[src/rtl/qmax_reduce_if.sv]
// Valid/ready stream channel (dti) carrying a W-bit payload.
// producer/consumer and master/slave are the same two views under both names.
interface dti #(
  parameter int W = 8
);
  logic         valid;
  logic         ready;
  logic [W-1:0] data;

  modport producer (output valid, output data, input ready);
  modport consumer (input valid, input data, output ready);
  modport master   (output valid, output data, input ready);
  modport slave    (input valid, input data, output ready);
endinterface

[src/rtl/qmax_reduce.sv]
// Per-transaction max reduction: reports the largest value of each eot-terminated
// run and the index of its first occurrence.
module qmax_reduce #(
  parameter int DIN    = 16,
  parameter bit SIGNED = 1'b0,
  parameter int CNT_W  = 8
) (
  input  logic  clk,
  input  logic  rst,
  dti.consumer  din,
  dti.producer  dout
);

  typedef enum logic {ACCUM, OUTPUT} state_t;

  localparam logic [CNT_W-1:0] CNT_MAX = '1;
  localparam logic [CNT_W-1:0] CNT_ONE = CNT_W'(1);

  state_t           state;
  logic             first;
  logic [DIN-1:0]   acc;
  logic [CNT_W-1:0] idx;
  logic [CNT_W-1:0] cnt;

  logic [DIN-1:0]   value;
  logic             eot;
  logic             din_hs;
  logic             dout_hs;
  logic             wins;
  logic [CNT_W-1:0] cnt_inc;

  assign value   = din.data[DIN-1:0];
  assign eot     = din.data[DIN];
  assign din_hs  = din.valid && din.ready;
  assign dout_hs = dout.valid && dout.ready;

  // Strict greater-than so that ties keep the earlier element.
  always_comb begin
    wins = 1'b0;
    if (SIGNED) wins = $signed(value) > $signed(acc);
    else        wins = value > acc;
  end

  assign cnt_inc = (cnt == CNT_MAX) ? cnt : cnt + CNT_ONE;

  // While a result is pending, an element may only enter alongside its acceptance.
  assign din.ready  = (state == ACCUM) ? 1'b1 : dout.ready;
  assign dout.valid = (state == OUTPUT);
  assign dout.data  = {idx, acc};

  always_ff @(posedge clk) begin
    if (rst) begin
      state <= ACCUM;
      first <= 1'b1;
      acc   <= '0;
      idx   <= '0;
      cnt   <= '0;
    end else begin
      case (state)
        ACCUM: begin
          if (din_hs) begin
            if (first) begin
              acc   <= value;
              idx   <= '0;
              cnt   <= CNT_ONE;
              first <= 1'b0;
            end else begin
              if (wins) begin
                acc <= value;
                idx <= cnt;
              end
              cnt <= cnt_inc;
            end
            if (eot) state <= OUTPUT;
          end
        end
        OUTPUT: begin
          if (dout_hs) begin
            if (din_hs) begin
              acc   <= value;
              idx   <= '0;
              cnt   <= CNT_ONE;
              first <= 1'b0;
              state <= eot ? OUTPUT : ACCUM;
            end else begin
              first <= 1'b1;
              state <= ACCUM;
            end
          end
        end
        default: state <= ACCUM;
      endcase
    end
  end

endmodule

[src/flat_wrapper.sv]
// flat-port wrapper written by rule: the top's interface ports become plain ports
module qmax_reduce_flat 
#(
  parameter int DIN    = 16,
  parameter bit SIGNED = 1'b0,
  parameter int CNT_W  = 8
)
  (clk, rst, din_valid, din_data, din_ready, dout_valid, dout_data, dout_ready);
  dti #(.W(17)) din_i ();
  dti #(.W(24)) dout_i ();
  input  logic clk;
  input  logic rst;
  input wire logic [$bits(din_i.valid)-1:0] din_valid;
  input wire logic [$bits(din_i.data)-1:0] din_data;
  output wire logic [$bits(din_i.ready)-1:0] din_ready;
  output wire logic [$bits(dout_i.valid)-1:0] dout_valid;
  output wire logic [$bits(dout_i.data)-1:0] dout_data;
  input wire logic [$bits(dout_i.ready)-1:0] dout_ready;
  assign din_i.valid = din_valid;
  assign din_i.data = din_data;
  assign din_ready = din_i.ready;
  assign dout_valid = dout_i.valid;
  assign dout_data = dout_i.data;
  assign dout_i.ready = dout_ready;
  qmax_reduce #(.DIN(DIN), .SIGNED(SIGNED), .CNT_W(CNT_W)) u_core (.clk(clk), .rst(rst), .din(din_i), .dout(dout_i));
endmodule
[config.mk]
export PLATFORM = sky130hd
export DESIGN_NAME = qmax_reduce_flat
export DESIGN_NICKNAME = d
export VERILOG_FILES = /design/src/rtl/qmax_reduce_if.sv /design/src/rtl/qmax_reduce.sv /design/src/flat_wrapper.sv
export SDC_FILE = /design/constraint.sdc
export NUM_CORES = 1
export LEC_CHECK = 0
export BUFFER_PORTS_ARGS = -buffer_cell sky130_fd_sc_hd__buf_2
export CORE_AREA = 2 2 62 64
export CTS_CLUSTER_DIAMETER = 30
export DETAILED_ROUTE_END_ITERATION = 8
export DIE_AREA = 0 0 64 66
export GPL_ROUTABILITY_DRIVEN = 1
export PLACE_DENSITY_LB_ADDON = 0.3
export SKIP_CTS_REPAIR_TIMING = 1
export SYNTH_ARGS = -nofsm -noshare
export SYNTH_HDL_FRONTEND = slang
export SYNTH_SLANG_ARGS = --single-unit
[constraint.sdc]
create_clock -name clk -period 3.6 [get_ports clk]
set_input_delay 0.18 -clock clk [delete_from_list [all_inputs] [get_ports clk]]
set_output_delay 0.18 -clock clk [all_outputs]
set_load 0.01 [all_outputs]
* Word-level counts from Yosys, hierarchy flattened
Index checks and enable logic that the tools add are counted.
** Storage, ports and cells
- Output and inout port bits :: 26
- Bits in registers :: 34
- Logic and storage cells :: 46
- Input port bits :: 21
** Operators by class
- Order comparisons :: 1
- Bitwise operators :: 1
- Reduce and logical (&&, ||, !) cells :: 5
- Multiplexer cells :: 27
- Add/sub/neg operators :: 1
- Eq/ne operators :: 6
** Operator list (count)
- 2-to-1 mux 16 bit :: 5
- 2-to-1 mux 8 bit :: 10
- one-hot mux 16 bit (2 select lines) :: 1
- one-hot mux 8 bit (2 select lines) :: 2
- greater-than comparator 16 bit :: 1
- adder 8 x 1 -> 8 bit (second input constant) :: 1
- == test 8 bit (second input constant) :: 1
- AND reduction 4 bit :: 2
- 2-to-1 mux 1 bit :: 7
- != test 2 bit (second input constant) :: 2
- one-hot mux 1 bit (2 select lines) :: 2
- != test 3 x 1 -> 1 bit (second input constant) :: 1
- != test 3 x 2 -> 1 bit (second input constant) :: 1
- logical AND 1 bit :: 2
- != test 2 x 1 -> 1 bit (second input constant) :: 1
- AND reduction 2 bit :: 1
- inverter 1 bit :: 1

* Longest topological paths before layout
Gate-level depths: netlist of run 1.
- Depth in word-level cells :: 5
- Gate-level depth with buffers :: 8
- Mapped depth without buffers :: 7

* Least setup slack after synthesis of run 1
OpenSTA, ideal clock, no wires.
- Kind :: reg2reg
- From :: register u_core.acc[14]
- To :: register u_core.acc[10]
- Cell stages (with the launch flop) :: 9
- Path buffers :: 1
- Slack :: 1.480 ns
- Arrival :: 2.049 ns
- Library setup time :: 0.072 ns
- Period minus slack after synthesis :: 2.120 ns
- Cells stage by stage :: dfxtp_1 -> inv_1 -> ha_1 -> nand4_1 -> nor2_1 -> o2bb2ai_1 -> o31ai_4 -> buf_8 -> mux2i_1
** Between the ends
- Longest elaborated chain between the ends :: 3
** RTL lines
- start: declaration :: line qmax_reduce.sv:21 : logic [DIN-1:0] acc;
- start signal: assignment :: line qmax_reduce.sv:63 : acc <= value;
- start signal: assignment :: line qmax_reduce.sv:69 : acc <= value;
- start signal: assignment :: line qmax_reduce.sv:80 : acc <= value;
- greater-than comparator 16 bit :: line qmax_reduce.sv:41 : else wins = value > acc;
- != test 3 x 1 -> 1 bit (no source line)
- AND reduction 4 bit (no source line)
No other way between the ends.
A chain may end at the register's enable or synchronous reset.

* Worst setup path after layout of run 1
- From :: register u_core.acc[11]
- To :: register u_core.acc[15]
Same word-level chain as after synthesis.

==> out/results.ini, run 1 <==
[placed_design]
portBuffers=46
placedCellCount=291
post-dp-hpwl_mm=2.774
place_congestion=0.7679

[setup_path]
critPathArrivalTime_ns=2.80
r2r_start=u_core.acc[11]
cp_max_fo=16
worst_setup_path_start_kind=register
cp.required_ns=3.86
crit_type=register to register
rrSetupSlack_ns=1.06
cp-end-kind=register
r2r_cells=7
r2r_end=u_core.acc[15]

[drt]
wl_mm=3.606
wire_per_inst_um=12.06
vias=1520
highest_layer=met4
wl_met3_um=214
wl_met1_mm=1.756
postRouteAntennaNets=0
drc_errors=0
drt_pass1_iterations=4
post_drt_via_cell_ratio=5.084
wl_met2_mm=1.598
drt_iter0_drc=58

[pwr]
p_leak_uw=0.001053
power.density_nw_per_um2=405.3
power_frac_seq=0.442
peakVddDrop_mv=0.2652
p_comb_frac=0.183
switching_share=0.2540
power.total_uw=922.8
intPower_uw=688.4
pwr-share-clk=0.375
p_sw_uw=234.4

[floorplanning]
die_h_um=66
coreArea_um2=3551
ios=47
die_width_um=64
dieArea_um2=4224
num_rows=22
start_util=0.5405

[timing]
clock_skew_ns=0.01158
rsz0062_at_grt=false
tns_ns=0
min_period_ns=2.536
slew_violations=0
max_slew.worst_pin.slew_ns=1.004
setup_viol=0
min_period_over_period=0.7045
fmax_mhz=394.3
maxSlewHeadroom=0.3308
hold_violations=0

[final_layout]
final_common_cell=buf_2
final_cell_mix=buf_2, dfxtp_1, nand2b_1
n_antenna_cell=0
area_delta_synth_final_pct=18.64
utilization=0.6413
drive_gt1_frac=0.2390
nets=288
final_cell_count_no_fill=299

[global_routing]
grt_max_degree=41
antenna_found_initial=0
grtUsageTotal=0.1923
grt_pass1_vias=1484
overflow=0
grt_pass1_wl_mm=6.368

[clock_network]
cts_buffers=5
clkTransAtPathRegs_ns=0.10
cts_tree=built
cts-htree-levels=2
clkLatencyLatePin_ns=0.34
clock-root-buffer=clkbuf_4
cts_buffer_depth=2
numClockSinks=34

[logic_synthesis]
synth.yosys.seq_area_share=0.3546
syn_nets=240
synthCells=202
syn_avg_cell_area_um2=9.502
ys_ff_latch=34
synth_cell_types=37
synth_warnings=0
synth_area_um2=1919

[status]
status=finished clean

[worst_hold_path]
hold_end=u_core.first
hold_path_class=primary input to register
hold_depth=3
hp-start=dout_ready

[run]
max_cap_viol_count=0

[cell usage after synthesis]
library cell	n	area (µm²)
buf_2	1	5.000
xor2_1	5	43.79
clkbuf_1	2	7.510
inv_1	18	67.56
nor4_1	2	12.51
or2b_1	10	75.07
or2_1	1	6.260
o21ai_0	4	20.02
a31oi_1	3	18.77
or3_1	1	6.260
mux2i_1	16	160.2
ha_1	17	212.7
a2111oi_4	1	27.53
o31a_1	1	8.760
nor3_1	1	5.000
o31ai_4	2	42.54
dfxtp_1	34	680.7
buf_8	1	15.01
and2b_2	1	8.760
o21a_1	2	15.01
and3_1	3	18.77
o211ai_1	1	7.510
nand2b_1	23	143.9
nor2_1	9	33.78
a311oi_2	1	15.01
nand4_1	6	37.54
nor2b_1	1	6.260
a22o_1	8	70.07
o2bb2ai_1	1	8.760
a211o_1	2	17.52
nor3b_1	1	7.510
buf_6	1	11.26
a21oi_1	8	40.04
a21o_1	1	7.510
nand3_1	3	15.01
or2_2	1	6.260
nand2_1	9	33.78
[per-stage QoR]
stage	setup WS [ns]	cell area [µm²]	hold WS (ns)
2_1_floorplan	1.480	1919	0.3154
3_3_place_gp	1.110	2171	0.4214
3_5_place_dp	1.075	2171	0.4310
4_1_cts	1.035	2277	0.07192
5_1_grt	0.8433	2277	0.08185
6_report	1.064	2277	0.08724
[metal layers]
metal / track usage / vias up
li1: - / 805
met1: 0.2387 / 671
met2: 0.3125 / 40
met3: 0.05792 / 4
met4: 0.07337 / 0
met5: 0 / -
[state kept, by name (all words and copies together), names as in the netlist]
| signal | cells |
|---|---|
| u_core.idx | 8 |
| u_core.acc | 16 |
| u_core.dout.valid | 1 |
| u_core.cnt | 8 |
| u_core.first | 1 |
[cell type report]
type                       instances  area [µm²]
fill                             301        1274
inverter                          18       67.56
timing repair buffer              46       230.2
tap                               48       60.06
multi-input combinational        145        1132
sequential                        34       680.7
clock inverter                     3       68.82
clock buffer                       5       37.54
[cells by family after synthesis]
kind of cell	share of synthesized area
simple gates	0.2171
compound gates	0.1558
flops	0.3546
buf+inv	0.05540
fa+ha+maj	0.1108
mux	0.08344
xor+xnor	0.02282
[worst max-delay path, cell delays in order (launching register included)]
cell and delay [ns]:
dfxtp_1 0.36, inv_1 0.05, ha_1 0.32, nand4_1 0.24, nor2_1 0.07, o2bb2ai_1 0.23, o31ai_4 0.91, mux2i_1 0.28
[power groups by stage]
| stage | clock network [µW] | logic [µW] | registers, µW |
|---|---|---|---|
| after floorplan | 0 | 115 | 422 |
| after global placement | 0 | 166 | 416 |
| after detailed placement | 0 | 169 | 416 |
| after CTS | 358 | 171 | 408 |
| final | 346 | 169 | 408 |
| after global routing | 370 | 191 | 410 |
[how the worst max path moves through the flow]
| stage | start | end | slack (ns) | cells after the start |
|---|---|---|---|---|
| finish | u_core.acc[11] | u_core.acc[15] | 1.06 | 7 |
| global route | u_core.acc[7] | u_core.acc[15] | 0.84 | 7 |
| CTS | u_core.acc[11] | u_core.acc[15] | 1.04 | 7 |
| detailed placement | u_core.acc[11] | u_core.acc[14] | 1.08 | 7 |
| global placement | u_core.acc[15] | u_core.acc[14] | 1.11 | 7 |
| floorplan | u_core.acc[14] | u_core.acc[10] | 1.48 | 8 |
Note: power is estimated with default switching activity, not from simulation.
==> inputs of run 2 (changes only) <==
--- a/config.mk
+++ b/config.mk
@@ -6,10 +6,10 @@
 export NUM_CORES = 1
 export LEC_CHECK = 0
 export BUFFER_PORTS_ARGS = -buffer_cell sky130_fd_sc_hd__buf_2
-export CORE_AREA = 2 2 62 64
+export CORE_AREA = 2 2 64 66
 export CTS_CLUSTER_DIAMETER = 30
 export DETAILED_ROUTE_END_ITERATION = 8
-export DIE_AREA = 0 0 64 66
+export DIE_AREA = 0 0 66 68
 export GPL_ROUTABILITY_DRIVEN = 1
 export PLACE_DENSITY_LB_ADDON = 0.3
 export SKIP_CTS_REPAIR_TIMING = 1
==> constraint.sdc (replaced) <==
create_clock -name clk -period 2.5 [get_ports clk]
set_input_delay 0.125 -clock clk [delete_from_list [all_inputs] [get_ports clk]]
set_output_delay 0.125 -clock clk [all_outputs]
set_load 0.01 [all_outputs]
==> run 2 against run 1 <==
  * Clock power is 25% higher
  * Combinational power is 52% higher
  * Critical path depth is 2 higher
  * First-iteration DRC count is 40% higher
  * Highest routed layer unchanged
  * Worst hold slack worse by 0.023 ns
  * Clock skew is 0.0068 ns lower
==> out/results.ini, run 2 (synthesized netlist as in run 1, its figures left out) <==
[final_layout]
largestRegisters=u_core.acc: 16 flops, u_core.cnt: 8 flops, u_core.idx: 8 flops
multi_input_area_um2=1132  ; unchanged
final_common_cell=buf_2
area_delta_synth_final_pct=21.19
drive_gt1_frac=0.2568  ; +0.01777
final_cell_mix=buf_2, dfxtp_1, nand2b_1
fillers=356  ; +18%
largest_reg_flops=16  ; unchanged
regArea_um2=680.7  ; unchanged
n_antenna_cell=0  ; unchanged
regMostFlops=u_core.acc
nets=294  ; +2.1%

[placed_design]
post-dp-hpwl_mm=2.843  ; +2.5%
place_congestion=0.8235  ; +7.2%
portBuffers=46  ; unchanged

[pwr]
power_frac_seq=0.459  ; +0.017
pwr-share-clk=0.340  ; -0.035
switching_share=0.2867  ; +0.03272
peakVddDrop_mv=0.3960  ; +49%
intPower_uw=911.4  ; +32%
p_comb_frac=0.201  ; +0.018
p_sw_uw=366.4  ; +56%
power.density_nw_per_um2=549.3  ; +36%
p_leak_uw=0.001079  ; +2.4%
power.total_uw=1278  ; +38%

[timing]
min_period_ns=2.198  ; -0.3381 ns
slew_violations=0  ; unchanged
min_period_over_period=0.8793  ; +0.1747
tns_ns=0  ; unchanged
clock_skew_ns=0.004808  ; -0.006772 ns
hold_violations=0  ; unchanged
maxSlewHeadroom=0.5734  ; +0.2426
rsz0062_at_grt=false
setup_viol=0  ; unchanged
max_slew.worst_pin.slew_ns=0.6399  ; -0.3639 ns
fmax_mhz=454.9  ; +15%

[drt]
drc_errors=0  ; unchanged
drt_iter0_drc=81  ; +40%
drt_pass1_iterations=4  ; unchanged
vias=1577  ; +3.8%
postRouteAntennaNets=0  ; unchanged
post_drt_via_cell_ratio=5.137  ; +1.0%
wire_per_inst_um=12.45  ; +3.2%
wl_mm=3.821  ; +6.0%

[worst_hold_path]
hold_path_class=primary input to register
hold_end=u_core.first
hp-start=dout_ready
hold_depth=3  ; unchanged

[setup_path]
cp-end-kind=register
r2r_cells=9  ; +2
r2r_start=u_core.acc[14]
crit_type=register to register
critPathArrivalTime_ns=2.42  ; -0.38 ns
worst_setup_path_start_kind=register
rrSetupSlack_ns=0.30  ; -0.76 ns
r2r_end=u_core.acc[4]
cp.required_ns=2.72  ; -1.14 ns
cp_max_fo=16  ; unchanged

[floorplanning]
num_rows=23  ; +4.5%
die_width_um=66  ; +3.1%
dieArea_um2=4488  ; +6.3%
ios=47  ; unchanged
coreArea_um2=3856  ; +8.6%
start_util=0.4977  ; -0.04279
die_h_um=68  ; +3.0%

[clock_network]
numClockSinks=34  ; unchanged
clkLatencyLatePin_ns=0.29  ; -0.05 ns
clock-root-buffer=clkbuf_8
cts_buffers=5  ; unchanged
cts-htree-levels=2  ; unchanged
clkTransAtPathRegs_ns=0.07  ; -0.03 ns
cts_tree=built
cts_buffer_depth=2  ; unchanged

[global_routing]
antenna_found_initial=0  ; unchanged
grt_max_degree=41  ; unchanged
grt_pass1_vias=1462  ; -1.5%
overflow=0  ; unchanged
grt_pass1_wl_mm=6.389  ; +0.33%
grtUsageTotal=0.1875  ; -0.004736

[status]
status=finished clean

[run]
max_cap_viol_count=0  ; unchanged

## run 2: per-stage QoR
stage | setup WS, ns | hold slack (ns) | instances | cell area (µm²) | util
after floorplan | 0.3797 | 0.2604 | 202 | 1919 | -
after global routing | 0.1387 | 0.08961 | 307 | 2326 | 0.6032
final | 0.3018 | 0.06455 | 307 | 2326 | 0.6032
after global placement | 0.08755 | 0.3655 | 298 | 2211 | 0.5733
after CTS | -0.005744 | 0.06285 | 306 | 2306 | 0.5980
after detailed placement | 0.005027 | 0.3700 | 298 | 2211 | 0.5733
## run 2: final cells by class
type / count / share of cell area
Multi-Input combinational cell: 145 / 0.4868
Clock buffer: 6 / 0.03550
Timing Repair Buffer: 52 / 0.1237
Inverter: 18 / 0.02905
Clock inverter: 2 / 0.005379
Sequential cell: 34 / 0.2926
Tap cell: 50 / 0.02690
## run 2: how the worst max path moves through the flow
stage	from	cells after the start	end	slack, ns
2_1_floorplan	u_core.acc[14]	8	u_core.acc[10]	0.38
3_3_place_gp	u_core.acc[13]	6	u_core.acc[14]	0.09
3_5_place_dp	u_core.acc[13]	6	u_core.acc[10]	0.005
4_1_cts	u_core.acc[13]	6	u_core.acc[10]	-0.006
5_1_grt	u_core.acc[15]	9	u_core.acc[4]	0.14
6_report	u_core.acc[14]	9	u_core.acc[4]	0.30
## run 2: critical path: stages, from the launching register on
cell and delay [ns]:
dfxtp_1 0.35, inv_1 0.05, ha_1 0.29, nand4_1 0.16
buf_4 0.19, nor4_1 0.41, a21oi_1 0.19, o31ai_4 0.10
buf_12 0.21, mux2i_1 0.20
## run 2: routing by layer
| layer | up-vias | global-route usage | share of wire |
|---|---|---|---|
| met5 | - | 0 | 0 |
| met4 | 0 | 0.07653 | 0.019 |
| met3 | 6 | 0.05099 | 0.051 |
| met2 | 38 | 0.2866 | 0.44 |
| met1 | 717 | 0.2515 | 0.49 |
| li1 | 816 | - | - |
## run 2: power groups by stage
| stage | logic [µW] | registers (µW) | clock network, µW |
|---|---|---|---|
| floorplan | 165 | 607 | 0 |
| global placement | 246 | 598 | 0 |
| detailed placement | 251 | 599 | 0 |
| CTS | 254 | 587 | 444 |
| global route | 290 | 590 | 465 |
| finish | 257 | 586 | 434 |
==> inputs of run 3 (changes only) <==
--- a/config.mk
+++ b/config.mk
@@ -6,10 +6,10 @@
 export NUM_CORES = 1
 export LEC_CHECK = 0
 export BUFFER_PORTS_ARGS = -buffer_cell sky130_fd_sc_hd__buf_2
-export CORE_AREA = 2 2 64 66
+export CORE_AREA = 2 2 101 84
 export CTS_CLUSTER_DIAMETER = 30
 export DETAILED_ROUTE_END_ITERATION = 8
-export DIE_AREA = 0 0 66 68
+export DIE_AREA = 0 0 103 86
 export GPL_ROUTABILITY_DRIVEN = 1
 export PLACE_DENSITY_LB_ADDON = 0.3
 export SKIP_CTS_REPAIR_TIMING = 1
==> constraint.sdc (replaced) <==
create_clock -name clk -period 2.5 [get_ports clk]
set_input_delay 0.25 -clock clk [delete_from_list [all_inputs] [get_ports clk]]
set_output_delay 0.25 -clock clk [all_outputs]
set_load 0.01 [all_outputs]
==> run 3 against run 2 <==
  * Die area rose by 97%
  * Critical path type unchanged
  * Non-clock buffer count rose by 4
  * First-iteration DRC count fell by 44%
  * Register-to-register slack got worse by 0.09 ns
  * Routed wire length rose by 13%
  * Sequential cell count did not move
  * Count of clock-buffer cells in the layout did not move
  * Critical path depth did not move
  * Largest cell class unchanged
  * Design area rose by 5.9%
  * Clock power rose by 45%
==> out/results.ini, run 3 (synthesized netlist as in run 1, its figures left out) <==
[status]
status=finished clean

[drt]
drt_iter0_drc=45  ; -44%
vias=1578  ; +0.063%
wire_per_inst_um=11.73  ; -5.8%
wl_mm=4.328  ; +13%
drc_errors=0  ; unchanged
post_drt_via_cell_ratio=4.276  ; -17%
drt_pass1_iterations=4  ; unchanged
postRouteAntennaNets=0  ; unchanged

[run]
max_cap_viol_count=0  ; unchanged

[timing]
fmax_mhz=437.1  ; -3.9%
maxSlewHeadroom=0.5737  ; about the same
clock_skew_ns=0.002629  ; -0.002179 ns
setup_ws_ns=0.2120  ; -0.08974 ns
rsz0062_at_grt=false
min_period_over_period=0.9152  ; +0.03590
hold_violations=0  ; unchanged
max_slew.worst_pin.slew_ns=0.6395  ; -0.0003682 ns
min_period_ns=2.288  ; +0.08974 ns
setup_viol=0  ; unchanged
slew_violations=0  ; unchanged
tns_ns=0  ; unchanged

[final_layout]
area_delta_synth_final_pct=28.36
nets=298  ; +1.4%
drive_gt1_frac=0.2682  ; +0.01139
final_common_cell=buf_2
largestRegisters=u_core.acc: 16 flops, u_core.cnt: 8 flops, u_core.idx: 8 flops
regMostFlops=u_core.acc
n_antenna_cell=0  ; unchanged
fillers=855  ; +140%
multi_input_area_um2=1132  ; unchanged
largest_reg_flops=16  ; unchanged
regArea_um2=680.7  ; unchanged
final_cell_mix=buf_2, dfxtp_1, nand2b_1

[setup_path]
cpPeakStageDelay_ns=0.45  ; +0.04 ns
worst-path-stages=9  ; unchanged
cp-end-kind=register
cp_slowest_cell=nor4_1
path_cells=inv_1, ha_1, nand4_1, buf_4, nor4_1, a21oi_1, o31ai_4, buf_4, mux2i_1
worst_setup_path_start_kind=register
cp_max_fo=5  ; -11
cp.required_ns=2.71  ; about the same
crit_top_cell=buf_4
critPathArrivalTime_ns=2.50  ; +0.08 ns
r2r_cells=9  ; unchanged
path_buf_inv=3  ; unchanged
crit_type=register to register
cp_top_family=simple AND/OR/NAND/NOR gates

[clock_network]
cts_buffer_depth=2  ; unchanged
cts_tree=built
cts-htree-levels=2  ; unchanged
clkLatencyLatePin_ns=0.29  ; about the same
numClockSinks=34  ; unchanged
clock-root-buffer=clkbuf_8
cts_buffers=5  ; unchanged
clkTransAtPathRegs_ns=0.07  ; about the same

[pwr]
peakVddDrop_mv=0.1828  ; -54%
p_leak_uw=0.001118  ; +3.6%
p_sw_uw=362.7  ; -0.99%
pwr-share-clk=0.426  ; +0.086
power.density_nw_per_um2=600.8  ; +9.4%
power_frac_seq=0.397  ; -0.062
p_comb_frac=0.178  ; -0.023
switching_share=0.2451  ; -0.04165
intPower_uw=1117  ; +23%

[floorplanning]
coreArea_um2=7765  ; +100%
start_util=0.2472  ; -0.2505
die_width_um=103  ; +56%
num_rows=29  ; +26%
ios=47  ; unchanged
die_h_um=86  ; +26%
dieArea_um2=8858  ; +97%

[placed_design]
post-place-ws_ns=-0.05894  ; -0.06397 ns
portBuffers=46  ; unchanged
post-dp-hpwl_mm=3.366  ; +18%
place_congestion=0.7125  ; -13%

[global_routing]
grt_pass1_wl_mm=7.376  ; +15%
grt_max_degree=41  ; unchanged
busiest_layer=met2
overflow=0  ; unchanged
met2_usage=0.1570  ; -0.1296
grtUsageTotal=0.1064  ; -0.08114
grt_pass1_vias=1614  ; +10%
antenna_found_initial=0  ; unchanged
grt_use_met3=0.03912  ; -0.01187
grtUsageMet1=0.1384  ; -0.1131

[worst_hold_path]
hold_path_class=primary input to register
hold_depth=3  ; unchanged

## run 3: layout make-up
cell class / instances / area share
clock inverter: 2 / 0.02438
timing repair buffer: 56 / 0.1239
inverter: 18 / 0.02743
multi-input combinational: 145 / 0.4596
tap: 108 / 0.05485
sequential: 34 / 0.2763
clock buffer: 6 / 0.03352
## run 3: power by group through the flow
| stage | Combinational, µW | Clock [µW] | Sequential, µW |
|---|---|---|---|
| floorplan | 165 | 0 | 607 |
| global placement | 258 | 0 | 600 |
| detailed placement | 260 | 0 | 600 |
| CTS | 262 | 651 | 587 |
| global route | 300 | 677 | 591 |
| finish | 263 | 630 | 587 |
## run 3: final timing paths
path                                      from  slack [ns]       endpoint
worst min-delay path                dout_ready        0.20   u_core.first
worst min register to register    u_core.first        0.48   u_core.first
worst max-delay path            u_core.acc[15]        0.21  u_core.acc[3]
worst max register to register  u_core.acc[15]        0.21  u_core.acc[3]
## run 3: metal layers
layer	up-vias	share of wire
met2	38	0.41
met5	-	0
met1	715	0.50
li1	819	-
met4	0	0.014
met3	6	0.070
## run 3: worst reg2reg max path: cells and delay by family, from the launching register on
kind                       cells  cell delay [ns]
AOI/OAI and AO/OA              2             0.29
adders and majority gates      1             0.28
buffers and inverters          3             0.46
DFF                            1             0.37
and+or+nand+nor                2             0.61
muxes                          1             0.21
## run 3: per-stage QoR
| stage | area (µm²) | total power [µW] | instances | hold WS (ns) | utilization |
|---|---|---|---|---|---|
| after floorplan | 1919 | 772.0 | 202 | 0.3854 | - |
| after global placement | 2298 | 857.7 | 358 | 0.4616 | 0.2960 |
| after detailed placement | 2298 | 860.2 | 358 | 0.4654 | 0.2960 |
| after CTS | 2441 | 1500 | 366 | 0.2041 | 0.3144 |
| after global routing | 2464 | 1568 | 369 | 0.2178 | 0.3173 |
| final | 2464 | 1480 | 369 | 0.2049 | 0.3173 |
